===== src/rtl/cplx_mult_arbiter_if.sv =====
// -----------------------------------------------------------------------------
// cplx_mult_arbiter_if
// Bundles every handshake and bus signal of cplx_mult_arbiter. This includes
// both requester ports and the port toward the external complex multiplier.
//
// Parameters
//   DATA_WIDTH : width of one real/imaginary operand component
//   OP_W       : packed operand width {a_re, a_im, b_re, b_im}
//   RES_W      : packed result width {res_re, res_im}
//
// Modports
//   slave  : arbiter view. Requester operands come in and results go out;
//            operands go out to the multiplier and results come back.
//   master : surrounding-system view (requesters plus multiplier), the mirror
//            image of slave.
// -----------------------------------------------------------------------------
interface cplx_mult_arbiter_if #(
  parameter int DATA_WIDTH = 8,
  parameter int OP_W       = 4*DATA_WIDTH,
  parameter int RES_W      = 4*DATA_WIDTH+2
);
  // Requester 0
  logic             req0_op_val;
  logic [OP_W-1:0]  req0_op;
  logic             req0_op_ready;
  logic             req0_res_val;
  logic             req0_res_ready;
  // Requester 1
  logic             req1_op_val;
  logic [OP_W-1:0]  req1_op;
  logic             req1_op_ready;
  logic             req1_res_val;
  logic             req1_res_ready;
  // Shared result bus, qualified by reqN_res_val
  logic [RES_W-1:0] req_res;
  // Multiplier side
  logic             m_op_val;
  logic [OP_W-1:0]  m_op;
  logic             m_op_ready;
  logic             m_res_val;
  logic [RES_W-1:0] m_res;
  logic             m_res_ready;

  modport slave (
    input  req0_op_val, req0_op, req0_res_ready,
    input  req1_op_val, req1_op, req1_res_ready,
    input  m_op_ready, m_res_val, m_res,
    output req0_op_ready, req0_res_val,
    output req1_op_ready, req1_res_val,
    output req_res, m_op_val, m_op, m_res_ready
  );

  modport master (
    output req0_op_val, req0_op, req0_res_ready,
    output req1_op_val, req1_op, req1_res_ready,
    output m_op_ready, m_res_val, m_res,
    input  req0_op_ready, req0_res_val,
    input  req1_op_ready, req1_res_val,
    input  req_res, m_op_val, m_op, m_res_ready
  );
endinterface


===== src/rtl/cplx_mult_arbiter.sv =====
// -----------------------------------------------------------------------------
// cplx_mult_arbiter
// Shares one external complex multiplier between two requesters. Only one
// transaction is in flight at a time:
//   IDLE -> ISSUE -> WAIT_RES -> RETURN -> IDLE
// The steps are: accept an operand, hand it to the multiplier, capture the
// product, then return the product to whichever requester was granted.
//
// Ports
//   clk    : single clock, rising edge
//   rstn   : asynchronous active-low reset
//   sw_rst : synchronous active-high software reset. It discards any
//            in-flight transaction.
//   bus    : cplx_mult_arbiter_if.slave. Carries the requester
//            operand/result handshakes, the shared req_res bus, and the
//            multiplier handshakes.
//
// Configuration
//   CPLX_ARB_RR_EN : when defined, a round-robin choice between two
//                    simultaneous requesters, using last_grant. When
//                    undefined, requester 0 has fixed priority.
// -----------------------------------------------------------------------------
module cplx_mult_arbiter #(
  parameter int DATA_WIDTH = 8,
  parameter int OP_W       = 4*DATA_WIDTH,
  parameter int RES_W      = 4*DATA_WIDTH+2
) (
  input  logic              clk,
  input  logic              rstn,
  input  logic              sw_rst,
  cplx_mult_arbiter_if.slave bus
);

  typedef enum logic [1:0] {
    IDLE     = 2'b00,
    ISSUE    = 2'b01,
    WAIT_RES = 2'b10,
    RETURN   = 2'b11
  } state_t;

  state_t           state;
  state_t           state_nxt;
  logic             grant;
  logic [OP_W-1:0]  op_reg;
  logic [RES_W-1:0] res_reg;
  logic             sel;
  logic             any_val;
  logic             accept;
  logic             load_res;

  assign any_val = bus.req0_op_val | bus.req1_op_val;

`ifdef CPLX_ARB_RR_EN
  logic last_grant;
  logic release_res;

  // Arbitration between the two requesters.
  // With both requesters valid, pick the one that was not served last.
  // With only one valid, pick that one. With neither valid, sel is unused.
  always_comb begin
    sel = 1'b0;
    if (bus.req0_op_val && bus.req1_op_val) begin
      sel = ~last_grant;
    end else if (bus.req1_op_val) begin
      sel = 1'b1;
    end
  end

  // The result is delivered when the granted requester takes it.
  assign release_res = (state == RETURN) &&
                       (grant ? bus.req1_res_ready : bus.req0_res_ready);

  // History used by the round-robin choice.
  // Its reset value of 1 means requester 0 wins the first contest.
  always_ff @(posedge clk or negedge rstn) begin
    if (!rstn) begin
      last_grant <= 1'b1;
    end else if (sw_rst) begin
      last_grant <= 1'b1;
    end else if (release_res) begin
      last_grant <= grant;
    end
  end
`else
  // Fixed priority: requester 0 wins whenever it is valid.
  // Otherwise requester 1 is picked; that choice only matters if
  // requester 1 is valid.
  assign sel = ~bus.req0_op_val;
`endif

  // State register.
  // Software reset takes precedence over every transition.
  always_ff @(posedge clk or negedge rstn) begin
    if (!rstn) begin
      state <= IDLE;
    end else if (sw_rst) begin
      state <= IDLE;
    end else begin
      state <= state_nxt;
    end
  end

  // Next-state logic and handshake outputs.
  // Ready/valid signals depend only on the state, the requester op_val
  // inputs and grant. As a result there is no path from m_op_ready to
  // reqN_op_ready, and no path from reqN_res_ready to m_op_val.
  always_comb begin
    state_nxt         = state;
    accept            = 1'b0;
    load_res          = 1'b0;
    bus.req0_op_ready = 1'b0;
    bus.req1_op_ready = 1'b0;
    bus.req0_res_val  = 1'b0;
    bus.req1_res_val  = 1'b0;
    bus.m_op_val      = 1'b0;
    bus.m_res_ready   = 1'b0;
    case (state)
      IDLE: begin
        bus.req0_op_ready = any_val & ~sel;
        bus.req1_op_ready = any_val & sel;
        if (any_val) begin
          accept    = 1'b1;
          state_nxt = ISSUE;
        end
      end
      ISSUE: begin
        bus.m_op_val = 1'b1;
        if (bus.m_op_ready) begin
          state_nxt = WAIT_RES;
        end
      end
      WAIT_RES: begin
        bus.m_res_ready = 1'b1;
        if (bus.m_res_val) begin
          load_res  = 1'b1;
          state_nxt = RETURN;
        end
      end
      RETURN: begin
        bus.req0_res_val = ~grant;
        bus.req1_res_val = grant;
        if (grant ? bus.req1_res_ready : bus.req0_res_ready) begin
          state_nxt = IDLE;
        end
      end
      default: state_nxt = IDLE;
    endcase
  end

  // Transaction registers: the operand, the grant, and the product.
  // Each is loaded only on its own handshake, so values presented outside
  // the matching state are ignored.
  always_ff @(posedge clk or negedge rstn) begin
    if (!rstn) begin
      grant   <= 1'b0;
      op_reg  <= '0;
      res_reg <= '0;
    end else if (sw_rst) begin
      grant   <= 1'b0;
      op_reg  <= '0;
      res_reg <= '0;
    end else begin
      if (accept) begin
        grant  <= sel;
        op_reg <= sel ? bus.req1_op : bus.req0_op;
      end
      if (load_res) begin
        res_reg <= bus.m_res;
      end
    end
  end

  assign bus.m_op    = op_reg;
  assign bus.req_res = res_reg;

endmodule


===== src/flat_wrapper.sv =====
// flat-port wrapper written by rule: the top's interface ports become plain ports
module cplx_mult_arbiter_flat 
#(
  parameter int DATA_WIDTH = 8,
  parameter int OP_W       = 4*DATA_WIDTH,
  parameter int RES_W      = 4*DATA_WIDTH+2
)
  (clk, rstn, sw_rst, bus_req0_op_val, bus_req0_op, bus_req0_res_ready, bus_req1_op_val, bus_req1_op, bus_req1_res_ready, bus_m_op_ready, bus_m_res_val, bus_m_res, bus_req0_op_ready, bus_req0_res_val, bus_req1_op_ready, bus_req1_res_val, bus_req_res, bus_m_op_val, bus_m_op, bus_m_res_ready);
  cplx_mult_arbiter_if #(.DATA_WIDTH(DATA_WIDTH), .OP_W(OP_W), .RES_W(RES_W)) bus_i ();
  input  logic clk;
  input  logic rstn;
  input  logic sw_rst;
  input wire logic [$bits(bus_i.req0_op_val)-1:0] bus_req0_op_val;
  input wire logic [$bits(bus_i.req0_op)-1:0] bus_req0_op;
  input wire logic [$bits(bus_i.req0_res_ready)-1:0] bus_req0_res_ready;
  input wire logic [$bits(bus_i.req1_op_val)-1:0] bus_req1_op_val;
  input wire logic [$bits(bus_i.req1_op)-1:0] bus_req1_op;
  input wire logic [$bits(bus_i.req1_res_ready)-1:0] bus_req1_res_ready;
  input wire logic [$bits(bus_i.m_op_ready)-1:0] bus_m_op_ready;
  input wire logic [$bits(bus_i.m_res_val)-1:0] bus_m_res_val;
  input wire logic [$bits(bus_i.m_res)-1:0] bus_m_res;
  output wire logic [$bits(bus_i.req0_op_ready)-1:0] bus_req0_op_ready;
  output wire logic [$bits(bus_i.req0_res_val)-1:0] bus_req0_res_val;
  output wire logic [$bits(bus_i.req1_op_ready)-1:0] bus_req1_op_ready;
  output wire logic [$bits(bus_i.req1_res_val)-1:0] bus_req1_res_val;
  output wire logic [$bits(bus_i.req_res)-1:0] bus_req_res;
  output wire logic [$bits(bus_i.m_op_val)-1:0] bus_m_op_val;
  output wire logic [$bits(bus_i.m_op)-1:0] bus_m_op;
  output wire logic [$bits(bus_i.m_res_ready)-1:0] bus_m_res_ready;
  assign bus_i.req0_op_val = bus_req0_op_val;
  assign bus_i.req0_op = bus_req0_op;
  assign bus_i.req0_res_ready = bus_req0_res_ready;
  assign bus_i.req1_op_val = bus_req1_op_val;
  assign bus_i.req1_op = bus_req1_op;
  assign bus_i.req1_res_ready = bus_req1_res_ready;
  assign bus_i.m_op_ready = bus_m_op_ready;
  assign bus_i.m_res_val = bus_m_res_val;
  assign bus_i.m_res = bus_m_res;
  assign bus_req0_op_ready = bus_i.req0_op_ready;
  assign bus_req0_res_val = bus_i.req0_res_val;
  assign bus_req1_op_ready = bus_i.req1_op_ready;
  assign bus_req1_res_val = bus_i.req1_res_val;
  assign bus_req_res = bus_i.req_res;
  assign bus_m_op_val = bus_i.m_op_val;
  assign bus_m_op = bus_i.m_op;
  assign bus_m_res_ready = bus_i.m_res_ready;
  cplx_mult_arbiter #(.DATA_WIDTH(DATA_WIDTH), .OP_W(OP_W), .RES_W(RES_W)) u_core (.clk(clk), .rstn(rstn), .sw_rst(sw_rst), .bus(bus_i));
endmodule

===== config.mk =====
export PLATFORM = sky130hd
export DESIGN_NAME = cplx_mult_arbiter_flat
export DESIGN_NICKNAME = d
export VERILOG_FILES = /design/src/rtl/cplx_mult_arbiter_if.sv /design/src/rtl/cplx_mult_arbiter.sv /design/src/flat_wrapper.sv
export SDC_FILE = /design/constraint.sdc
export NUM_CORES = 1
export LEC_CHECK = 0
export CAP_MARGIN = 10
export CORE_MARGIN = 2
export CORE_UTILIZATION = 39
export CTS_BUF_LIST = sky130_fd_sc_hd__clkbuf_2
export CTS_CLUSTER_SIZE = 24
export DETAILED_ROUTE_END_ITERATION = 10
export PLACE_DENSITY = 0.87
export RECOVER_POWER = 50
export SLEW_MARGIN = 20
export SYNTH_ARGS = -nofsm -noshare
export SYNTH_HDL_FRONTEND = slang
export SYNTH_SLANG_ARGS = --single-unit

===== constraint.sdc =====
create_clock -name clk -period 2.2 [get_ports clk]
set_input_delay 0.22 -clock clk [delete_from_list [all_inputs] [get_ports clk]]
set_output_delay 0.22 -clock clk [all_outputs]
set_load 0.02 [all_outputs]

==> impl_metrics.tcl, run 1 <==
set metrics [dict create \
    switchingPower_mw 1.642 \
    fin_tns_setup_ns 0 \
    place_area_um2 4951 \
    yosysWarningCount 0 \
    num_vias 2647 \
    postRouteAntennaNets 0 \
    slowest_delay_ns 0.54 \
    grtUsageTotal_pct 20.36 \
    finalWorstSetupSlack_ns 0.1802 \
    clock_skew_ns 0.04336 \
    hold_viol_final 0 \
    clkLatencyLatePin_ns 0.50 \
    die_w_um 93.02 \
    cpMaxStageDelayCell "clkdlybuf4s50_1" \
    sw_frac_of_total_pct 36.70 \
    grt_max_degree 66 \
    power_frac_comb_pct 43.8 \
    rows 32 \
    vias_per_cell 4.957 \
    timing.fmax_mhz 495.1 \
    htreeDepth 3 \
    setup_viol 0 \
    yosysTopAreaCell "dfrtp_1" \
    synth.top_cell.area_share_pct 55.87 \
    initial_core_util_pct 40.20 \
    area_growth_pct 65.26 \
    gp_congestion 0.7484 \
    antenna_cells 0 \
    grt_setup_unrepaired "no" \
    die_y_um 93.02 \
    cp_top_family "buffers and inverters" \
    synth_ff_type "dfrtp_1" \
    wirelength_um 8503 \
    grt_overflow 0 \
    wire_per_inst_um 15.92 \
    netlist_area_um2 3090 \
    required_ns 1.98 \
    relSlewSlack_pct 39.10 \
    synth.most_common_cell "dfrtp_1" \
    cts-root-buf "clkbuf_2" \
    vdd_ir_drop_max_uv 434.4 \
    p_per_area_nw_per_um2 876.0 \
    yosys-top-cells-count "69 x dfrtp_1, 36 x nor2_1, 34 x a22o_1, 34 x mux2i_1, 22 x a211oi_1" \
    min_path_type "input pin to flop" \
    synthCells 249 \
    port_buffers 178 \
    seqPwrFrac_pct 37.0 \
    cts_buffers 9 \
    clk_path_buf_depth 2 \
    ys_seq_area_share_pct 55.87 \
    worstSetupPathType "flop to output pin" \
    coreArea_um2 7687 \
    antenna_found_initial 0 \
    drive_above_1_share_pct 10.19 \
    routed.top_layer "met4" \
    io_pins 179 \
    dp_hpwl_um 6391 \
    dr.first_iter.drc_count 70 \
    synthArstFlopShare_pct 100.0 \
    drc 0 \
    drv_slew 0 \
    grt_pass1_vias 2829 \
    power.internal_mw 2.832 \
    synth-edff-count 0 \
    period_needed_ns 2.020 \
    synth.avg_cell_area_um2 12.41 \
    path_max_fanout 4 \
    met3_length_um 498 \
    endpoint_kind "output pin" \
    synth_area_leaders "dfrtp_1 56%, mux2i_1 11%, a22o_1 9.6%, a211oi_1 5.3%, nor2_1 4.4%" \
    clock_sinks 69 \
    clk_pin_slew_ns 0.18 \
    dp_slack_ns 0.4886 \
    grt_first_pass_wirelength_um 13660 \
    max_cap_viol_count 0 \
    tritoncts "built" \
    dr_wl_met2_um 4458 \
    path_cells "buf_4 > ha_1 > clkdlybuf4s50_1" \
    die_area_um2 8653 \
    p_leak_nw 2.291 \
    status "finished clean" \
    cp.arrival_ns 1.80 \
    synth_nets 360 \
    finalCritPeriodShare_pct 91.81 \
    crit_buf_inv 2 \
    synth_cell_types 24 \
    fin_area_um2 5107 \
    ys_seq_elements 69 \
    startpoint_type "flop" \
    tightest_slew_ns 0.9135 \
    power.total_mw 4.474 \
    wirelength_met1_um 3297 \
    nets 538 \
    drtPass1Iterations 4 \
    clockPowerShare_pct 19.3 \
]
==> worst reg2reg max path, delay by kind of cell, from the launching register on <==
family	cells	cell delay, ns
buffers and inverters	2	0.69
adders and majority gates	1	0.21
DFF	1	0.45
and+or+nand+nor	1	0.17
AOI/OAI and AO/OA	2	0.34
==> final timing paths <==
path,depth (start not counted),slack [ns],end,startpoint
worst max-delay path,3,0.18,bus_m_op_val,u_core.state[0]
worst min-delay path,3,0.13,u_core.grant,bus_req0_op_val
worst max register to register,6,0.24,u_core.grant,u_core.state[0]
worst min register to register,1,0.53,u_core.bus.req_res[4],u_core.bus.req_res[4]
max in group asynchronous,4,0.28,u_core.bus.m_op[16],rstn
min in group asynchronous,3,0.65,u_core.bus.req_res[2],rstn
==> metrics by stage <==
stage / hold WS, ns / instances / util [%]
finish: 0.1296 / 534 / 66.44
global route: 0.06388 / 534 / 66.44
CTS: 0.008655 / 532 / 66.36
detailed placement: 0.06239 / 515 / 64.40
global placement: 0.06542 / 515 / 64.40
floorplan: -0.07559 / 249 / -
==> what timing repair did <==
item,4_1_cts,5_1_grt
resized for setup,2,4
setup buffers,0,1
endpoints found under the setup margin,2,3
hold buffers,1,1
endpoints found under the hold margin,69,2
==> per-layer routing <==
metal / vias up / global-route usage, %
li1: 1275 / -
met3: 19 / 5.802
met5: - / 0
met2: 100 / 34.78
met1: 1253 / 23.32
met4: 0 / 10.29
==> cell families after synthesis <==
logic type	synth area share (%)
simple gates	6.681
mux	11.50
fa+ha+maj	1.619
buf+inv	3.806
compound gates	20.53
flops	55.87
==> power groups by stage <==
stage                     registers (mW)  clock network [mW]  logic (mW)
after detailed placement            1.67                   0        2.00
after floorplan                     1.95                   0       0.826
after global placement              1.67                   0        1.95
after CTS                           1.65               0.892        2.00
after global routing                1.69               0.958        2.11
final                               1.65               0.862        1.96
==> state kept, by name, indices dropped and copies added, names as in the netlist <==
name	flops
u_core.state	2
u_core.bus.req_res	34
u_core.bus.m_op	32
u_core.grant	1
==> placed cells by master (no fill, tap or decap), types with 2 or more instances in the layout <==
| master | instances |
|---|---|
| inv_6 | 2 |
| dlymetal6s2s_1 | 3 |
| dlygate4sd2_1 | 2 |
| buf_4 | 4 |
| dfrtp_1 | 69 |
| ha_1 | 3 |
| buf_2 | 3 |
| clkbuf_2 | 11 |
| a211oi_2 | 10 |
| nor2b_1 | 2 |
| mux2i_1 | 34 |
| a22o_1 | 34 |
| nor2_1 | 35 |
| inv_1 | 3 |
| nand2_1 | 2 |
| dlygate4sd3_1 | 2 |
| a211oi_1 | 22 |
| nand2b_1 | 2 |
| clkdlybuf4s50_1 | 170 |
| bufinv_16 | 2 |
==> final cells by class <==
type	count	area [µm²]
Fill cell	621	2580
Timing Repair Buffer	188	1843
Sequential cell	69	1727
Multi-Input combinational cell	156	1256
Tap cell	102	127.6
Clock inverter	7	97.59
Clock buffer	9	45.04
Inverter	3	11.26
Power figures use the tool's default switching activity.
==> run 2: changes to the inputs <==
CTS_CLUSTER_DIAMETER = 150   (was unset)
clock period = 2.1 ns   (was 2.2 ns; I/O delays follow)
==> run 2 against run 1 <==
  * Cell count is 0.37% lower
  * Worst setup slack better by 0.0037 ns
  * Largest power group unchanged
  * Sequential share of layout area is 0.30 points higher
  * Register-to-register slack hardly changed
  * Largest cell class unchanged
  * Total power is 1.9% higher
  * The flow now finishes with violations (capacitance limit, slew limit)
  * Clock skew is 0.022 ns lower
  * Clock power is 7.1% lower
  * Cell area is 0.88% lower
  * Critical endpoint is now bus_req0_op_ready
  * Critical path depth is 1 higher
==> impl_metrics.tcl, run 2 (synthesis results as in run 1) <==
set metrics [dict create \
    antenna_cells 0 \
    cp.arrival_ns 1.71 \
    required_ns 1.89 \
    port_buffers 178 \
    grtUsageTotal_pct 18.91 \
    fin_tns_setup_ns 0 \
    worstSetupPathType "flop to output pin" \
    die_area_um2 8653 \
    grt_first_pass_wirelength_um 12590 \
    initial_core_util_pct 40.20 \
    period_needed_ns 1.916 \
    rr_endpoint "u_core.bus.m_op[5]" \
    min_path_type "input pin to flop" \
    finalCritPeriodShare_pct 91.24 \
    multi_input_area_um2 1254 \
    status "finished, violations left" \
    tightest_slew_ns 1.645 \
    die_w_um 93.02 \
    r2r_cells 6 \
    layout_common_cells "169 x clkdlybuf4s50_1, 69 x dfrtp_1, 35 x nor2_1, 34 x a22o_1, 34 x mux2i_1" \
    drtPass1Iterations 4 \
    grt_overflow 0 \
    p_leak_nw 2.252 \
    place_inst 514 \
    io_pins 179 \
    largest_reg_flops 34 \
    dr.first_iter.drc_count 81 \
    drc 0 \
    regToRegSetupSlack_ns 0.23 \
    min_from "bus_req0_op_val" \
    hold_viol_final 0 \
    path_max_fanout 4 \
    setup_viol 0 \
    reg2reg_from "u_core.state[0]" \
    wirelength_um 8207 \
    clk_path_buf_depth 2 \
    grt_setup_unrepaired "no" \
    coreArea_um2 7687 \
    drive_above_1_share_pct 10.47 \
    vias_per_cell 5.002 \
    timing.fmax_mhz 521.9 \
    die_y_um 93.02 \
    num_vias 2661 \
    nets 536 \
    seqCellArea_um2 1727 \
    clkLatencyLatePin_ns 0.49 \
    failed_checks "capacitance limit, slew limit" \
    p_per_area_nw_per_um2 900.5 \
    drv_slew 70 \
    relSlewSlack_pct -9.667 \
    gp_congestion 0.7619 \
    grt_max_degree 70 \
    antenna_found_initial 0 \
    htreeDepth 3 \
    dp_hpwl_um 6164 \
    area_growth_pct 63.81 \
    vdd_ir_drop_max_uv 388.1 \
    instances_no_fill 532 \
    clk_pin_slew_ns 0.20 \
    final_common_cell "clkdlybuf4s50_1" \
    grt_pass1_vias 2672 \
    clock_skew_ns 0.02100 \
    cts-root-buf "clkbuf_2" \
    tritoncts "built" \
    endpoint_kind "output pin" \
    wire_per_inst_um 15.43 \
    clock_sinks 69 \
    max_cap_viol_count 1 \
    cts_buffers 9 \
    rows 32 \
    postRouteAntennaNets 0 \
    hold_end "u_core.grant" \
    hold_depth 3 \
    startpoint_type "flop" \
    fillers 623 \
]
run 2: layout make-up:
cell class                      count  share of cell area, %
Clock buffer                        9                 0.8898
Multi-Input combinational cell    156                  24.77
Clock inverter                      7                  1.607
Tap cell                          102                  2.521
Sequential cell                    69                  34.11
Inverter                            3                 0.2224
Timing Repair Buffer              186                  35.89
run 2: critical path: stages (launching register included):
cell	delay (ns)
dfrtp_1	0.44
inv_1	0.09
ha_1	0.23
and2_1	0.16
dlygate4sd2_1	0.31
run 2: stage by stage:
stage / worst slack, ns / hold WS [ns] / power [mW] / util [%] / area (µm²)
CTS: 0.009763 / 0.03032 / 4.657 / 66.26 / 5094
global route: 0.02958 / 0.05245 / 4.838 / 65.85 / 5062
floorplan: 0.4081 / -0.08559 / 2.910 / - / 3090
global placement: 0.4135 / 0.2561 / 3.784 / 64.47 / 4956
finish: 0.1839 / 0.08726 / 4.559 / 65.85 / 5062
detailed placement: 0.3892 / 0.2595 / 3.843 / 64.47 / 4956
run 2: worst max path at each step:
stage | from | end | slack [ns] | cells after the start
6_report | u_core.state[0] | bus_req0_op_ready | 0.18 | 4
2_1_floorplan | u_core.state[0] | u_core.state[0] | 0.41 | 5
3_5_place_dp | u_core.state[0] | u_core.state[0] | 0.39 | 5
3_3_place_gp | bus_req1_op_val | bus_req1_op_ready | 0.41 | 4
4_1_cts | u_core.state[0] | bus_m_op_val | 0.01 | 3
5_1_grt | u_core.state[0] | bus_req0_op_ready | 0.03 | 4
run 2: repair_timing:
action | 4_1_cts | 5_1_grt
gates resized for setup | 5 | 3
setup endpoints to repair | 5 | 2
setup buffers | 1 | 0
hold endpoints to repair | 69 | 0
hold buffers | 1 | 0
run 2: power breakdown:
| group | switching (mW) | leakage [nW] | internal, mW |
|---|---|---|---|
| clock | 0.509 | 0.0735 | 0.292 |
| combinational | 1.06 | 1.25 | 0.972 |
| sequential | 0.145 | 0.928 | 1.58 |
run 2: layer usage:
layer	GRT usage, %	vias to the layer above	share of wire [%]
met1	21.54	1268	38
met3	5.238	21	6.4
met5	0	-	0
met4	10.05	0	3.3
li1	-	1267	-
met2	32.31	105	52
